### config.mk
export PLATFORM = sky130hd
export DESIGN_NAME = uart_rx_fifo
export DESIGN_NICKNAME = d
export VERILOG_FILES = /design/src/rtl/uart_rx_fifo.sv
export SDC_FILE = /design/constraint.sdc
export NUM_CORES = 1
export LEC_CHECK = 0
export BUFFER_PORTS_ARGS = -buffer_cell sky130_fd_sc_hd__buf_4
export CAP_MARGIN = 20
export CORE_MARGIN = 3
export CORE_UTILIZATION = 51
export DETAILED_ROUTE_END_ITERATION = 8
export GPL_TIMING_DRIVEN = 0
export HOLD_SLACK_MARGIN = 0.1
export PLACE_DENSITY = 0.65
export SYNTH_ARGS = -nofsm -noshare
export SYNTH_HDL_FRONTEND = slang
export SYNTH_SLANG_ARGS = --single-unit
### constraint.sdc
create_clock -name clk_i -period 9 [get_ports clk_i]
set_input_delay 0.45 -clock clk_i [delete_from_list [all_inputs] [get_ports clk_i]]
set_output_delay 0.45 -clock clk_i [all_outputs]
set_load 0.1 [all_outputs]
### src/rtl/uart_rx_fifo.sv
// uart_rx_fifo: 8N1 UART receiver feeding a first-word-fall-through receive FIFO
module uart_rx_fifo #(
  parameter int FPGAClkSpeed  = 100000000,
  parameter int BaudRate      = 230400,
  parameter int FifoDepthLog2 = 4,
  parameter int data_width    = 8
) (
  input  logic                    clk_i,
  input  logic                    reset_ni,
  input  logic                    uart_rx_i,
  input  logic                    rd_en_i,
  input  logic                    clr_err_i,
  output logic [data_width-1:0]   rd_data_o,
  output logic                    empty_o,
  output logic                    full_o,
  output logic [FifoDepthLog2:0]  count_o,
  output logic                    frame_err_o,
  output logic                    overrun_o
);
  localparam int ClksPerBit = (FPGAClkSpeed + BaudRate / 2) / BaudRate;
  localparam int HalfBit    = ClksPerBit / 2;
  localparam int CW         = $clog2(ClksPerBit + 1);
  localparam int BW         = $clog2(data_width);
  localparam int NW         = FifoDepthLog2 + 1;
  localparam int Depth      = 1 << FifoDepthLog2;
  typedef enum logic [2:0] {IDLE, START, DATA, STOP, BREAK} state_t;
  state_t                   state;
  logic                     rx_meta, rxs;
  logic [2:0]               warm;
  logic [CW-1:0]            clk_cnt;
  logic [BW-1:0]            bit_cnt;
  logic [data_width-1:0]    shreg;
  logic [data_width-1:0]    mem [Depth];
  logic [FifoDepthLog2-1:0] wr_ptr, rd_ptr;
  logic                     stop_hit, push, pop;
  logic [NW-1:0]            count_n;
  always_comb begin
    stop_hit = state == STOP && clk_cnt == CW'(ClksPerBit - 1);
    pop      = rd_en_i && !empty_o;
    push     = stop_hit && rxs && (!full_o || pop);
    count_n  = count_o + NW'(push) - NW'(pop);
  end
  // warm[1] & ~warm[2] marks the first cycle rxs reflects the real line after reset
  always_ff @(posedge clk_i or negedge reset_ni)
    if (!reset_ni) begin
      rx_meta     <= 1'b1;
      rxs         <= 1'b1;
      warm        <= '0;
      state       <= IDLE;
      clk_cnt     <= '0;
      bit_cnt     <= '0;
      shreg       <= '0;
      frame_err_o <= 1'b0;
      overrun_o   <= 1'b0;
    end else begin
      rx_meta     <= uart_rx_i;
      rxs         <= rx_meta;
      warm        <= {warm[1:0], 1'b1};
      clk_cnt     <= clk_cnt + CW'(1);
      frame_err_o <= (frame_err_o && !clr_err_i) || (stop_hit && !rxs);
      overrun_o   <= (overrun_o && !clr_err_i) || (stop_hit && rxs && full_o && !pop);
      case (state)
        IDLE: if (!rxs) begin
          state   <= warm[1] && !warm[2] ? BREAK : START;
          clk_cnt <= '0;
          bit_cnt <= '0;
        end
        START: if (clk_cnt == CW'(HalfBit - 1)) begin
          state   <= rxs ? IDLE : DATA;
          clk_cnt <= '0;
        end
        DATA: if (clk_cnt == CW'(ClksPerBit - 1)) begin
          shreg   <= {rxs, shreg[data_width-1:1]};
          clk_cnt <= '0;
          bit_cnt <= bit_cnt + BW'(1);
          if (bit_cnt == BW'(data_width - 1)) state <= STOP;
        end
        STOP: if (stop_hit) state <= rxs ? IDLE : BREAK;
        BREAK: if (rxs) state <= IDLE;
        default: state <= IDLE;
      endcase
    end
  always_ff @(posedge clk_i or negedge reset_ni)
    if (!reset_ni) begin
      wr_ptr  <= '0;
      rd_ptr  <= '0;
      count_o <= '0;
      empty_o <= 1'b1;
      full_o  <= 1'b0;
    end else begin
      if (push) wr_ptr <= wr_ptr + FifoDepthLog2'(1);
      if (pop) rd_ptr <= rd_ptr + FifoDepthLog2'(1);
      count_o <= count_n;
      empty_o <= count_n == '0;
      full_o  <= count_n == NW'(Depth);
    end
  always_ff @(posedge clk_i)
    if (push) mem[wr_ptr] <= shreg;
  assign rd_data_o = empty_o ? '0 : mem[rd_ptr];
endmodule

==> flow_summary.yaml <==
worst_setup_path:
  crit_type: "reg -> reg"
  cp_data_required_time_ns: 9.33
  critPathLaunchType: "flop"
  endpoint_kind: "flop"
  cp.arrival_ns: 3.61
  cp_max_fo: 8
yosys:
  ys_warn_count: 0
  yosysSeqAreaShare: 0.694
  syn_area_per_cell_sq_um: 15.5
  synthArstFlopShare: 0.260
  ys_types: 51
  synth_seq_cells: 173
  syn_nets: 484
  synth_edf_count: 128
  syn_area_sq_um: 7170
  synth_cells: 463
  synth_top_flop_cell: "edfxtp_1"
min_path:
  worstHoldPathType: "in -> reg"
cts:
  clock-root-buffer: "clkbuf_16"
  clk_latency_ns: 0.42
  cts_made_buffers: 17
  ctsResizeCount: 0
  path_clk_slew_ns: 0.06
  ctsHoldBuffers: 1
  ctsHtreeMaxLevel: 4
  numClockSinks: 173
  cts_setup_buffers: 0
  cts_tree: "yes"
  clockBufferDepth: 2
pwr:
  ir_drop_mv: 0.263
  p_leak_nw: 3.43
  powerDensity_nw_per_um2: 314
  comb_power_share: 0.362
  total_power_w: 0.00258
  p_sw_frac: 0.388
  p_seq_frac: 0.350
  internal_power_w: 0.00158
  clock_power_share: 0.288
  power.switching_w: 0.00100
layout:
  final_common_cell: "edfxtp_1"
  synthToLayoutAreaGrowth_pct: 14.4
  final_util: 0.607
  drive_gt1_frac: 0.177
  nNetsFinal: 529
  nFillCells: 994
  most-common-layout-cells: "edfxtp_1, mux2i_1, dfrtp_1, buf_4, nor2_1"
  stdcell_area_sq_um: 8200
  n_antenna_cell: 0
timing:
  setup_viol: 0
  max_freq_ghz: 0.305
  fin_crit_sh: 0.364
  finalHoldViolCount: 0
  finalWorstSetupSlack_ns: 5.72
  grt_setup_unrepaired: "false"
  skew_ns: 0.00550
  slew_headroom: 0.378
  slew_violations: 0
  period_minus_slack_ns: 3.28
  worstMarginPinSlew_ns: 0.930
  tns_ns: 0
detailed_routing:
  viasPerCell: 5.74
  drt-initial-drc-count: 393
  antenna_left: 0
  wl_um: 14300
  firstDrtPassIters: 5
  drc_errors: 0
  num_vias: 4004
  wl_per_cell_um: 20.5
placed_design:
  gp_congestion: 0.808
  place_area_sq_um: 7580
  dp_slack_ns: 5.68
  hpwl_um: 9350
  portBuffers: 21
grt:
  grt_util_met1: 0.261
  met2_usage: 0.305
  grt_pass1_wl_um: 22400
  antenna_found_initial: 0
  first_global_vias: 4027
  grt_overflow_total: 0
  top_usage_layer: "met2"
  grt_max_degree: 46
  grt_use_total: 0.192
  met3_usage: 0.0420
run:
  cap_viol_max_count: 0
floorplan:
  dieArea_sq_um: 15500
  rows: 42
  start_util: 0.531
  pin_count: 22
  core_area_sq_um: 13500
  die_x_um: 125
  die_height_um: 125
outcome:
  status: "finished clean"
-- critical path, cell delays in order (launching register included) --
cell and delay [ns]:
dfrtp_1 0.39, inv_1 0.08, ha_1 0.17, and4bb_2 0.28, and4b_1 0.19, buf_2 0.20, nand2_1 0.13, ha_1 0.31
inv_1 0.04, ha_1 0.19, fa_1 0.41, a21o_1 0.17, a21oi_1 0.20, xnor2_1 0.19, nor3b_1 0.23
-- per-stage QoR --
| step | hold WS [ns] | std cells |
|---|---|---|
| 6_report | 0.128 | 697 |
| 3_5_place_dp | 0.342 | 664 |
| 4_1_cts | 0.114 | 697 |
| 3_3_place_gp | 0.346 | 660 |
| 2_1_floorplan | 0.154 | 463 |
| 5_1_grt | 0.114 | 697 |
-- path summary, 6_finish.rpt --
path | start | end | slack (ns) | depth (start not counted)
max | clk_cnt[1] | full_o | 5.72 | 14
min | uart_rx_i | rx_meta | 0.13 | 1
max reg2reg | clk_cnt[1] | full_o | 5.72 | 14
min reg2reg | warm[0] | warm[1] | 0.36 | 0
max in group asynchronous | reset_ni | wr_ptr[3] | 8.02 | 2
min in group asynchronous | reset_ni | clk_cnt[2] | 0.57 | 2
-- power groups by stage --
stage	Sequential [W]	Clock (W)	Combinational, W
3_3_place_gp	0.000917	0	0.000927
4_1_cts	0.000903	0.000751	0.000941
6_report	0.000903	0.000742	0.000934
2_1_floorplan	0.00103	0	0.000617
5_1_grt	0.000906	0.000786	0.000987
3_5_place_dp	0.000919	0	0.000937
-- area by class of cell --
cell class                      count  area (sq um)  share of cell area
Multi-Input combinational cell    257          2050               0.250
Clock inverter                     11           101              0.0124
Clock buffer                       21           514              0.0627
Sequential cell                   173          4970               0.606
Buffer                             20          96.3              0.0117
Inverter                           13          48.8             0.00595
Tap cell                          176           220              0.0268
Timing Repair Buffer               26           198              0.0241
-- synth_stat cells (all sizes together), types with 10 or more instances --
cell type / number / area [sq um]
inv: 13 / 48.8
edfxtp: 128 / 3840
a22oi: 24 / 180
nand3: 16 / 80.1
xnor2: 14 / 123
mux2i: 53 / 531
dfrtp: 42 / 1050
nor2: 27 / 101
mux2: 10 / 113
ha: 15 / 188
buf: 13 / 70.1
nand2: 23 / 86.3
-- cell families after synthesis --
family,count (synthesis),synth area share
fa+ha+maj,16,0.0290
compound gates,54,0.0524
simple gates,99,0.0716
other cells,1,0.000523
buf+inv,33,0.0202
flops,173,0.694
mux,70,0.112
xor+xnor,17,0.0208
-- metal layers --
layer / vias to the layer above / part of all wire
met5: - / 0
met2: 118 / 0.50
met4: 0 / 0.016
li1: 1837 / -
met1: 2031 / 0.44
met3: 18 / 0.051
-- registers in the layout, indices dropped and copies added (netlist names) --
name,cells
state,3
frame_err_o,1
rx_meta,1
count_o,5
mem,128
bit_cnt,3
wr_ptr,4
shreg,8
full_o,1
rxs,1
clk_cnt,9
empty_o,1
overrun_o,1
warm,3
rd_ptr,4
Note: power is estimated with default switching activity, not from simulation.
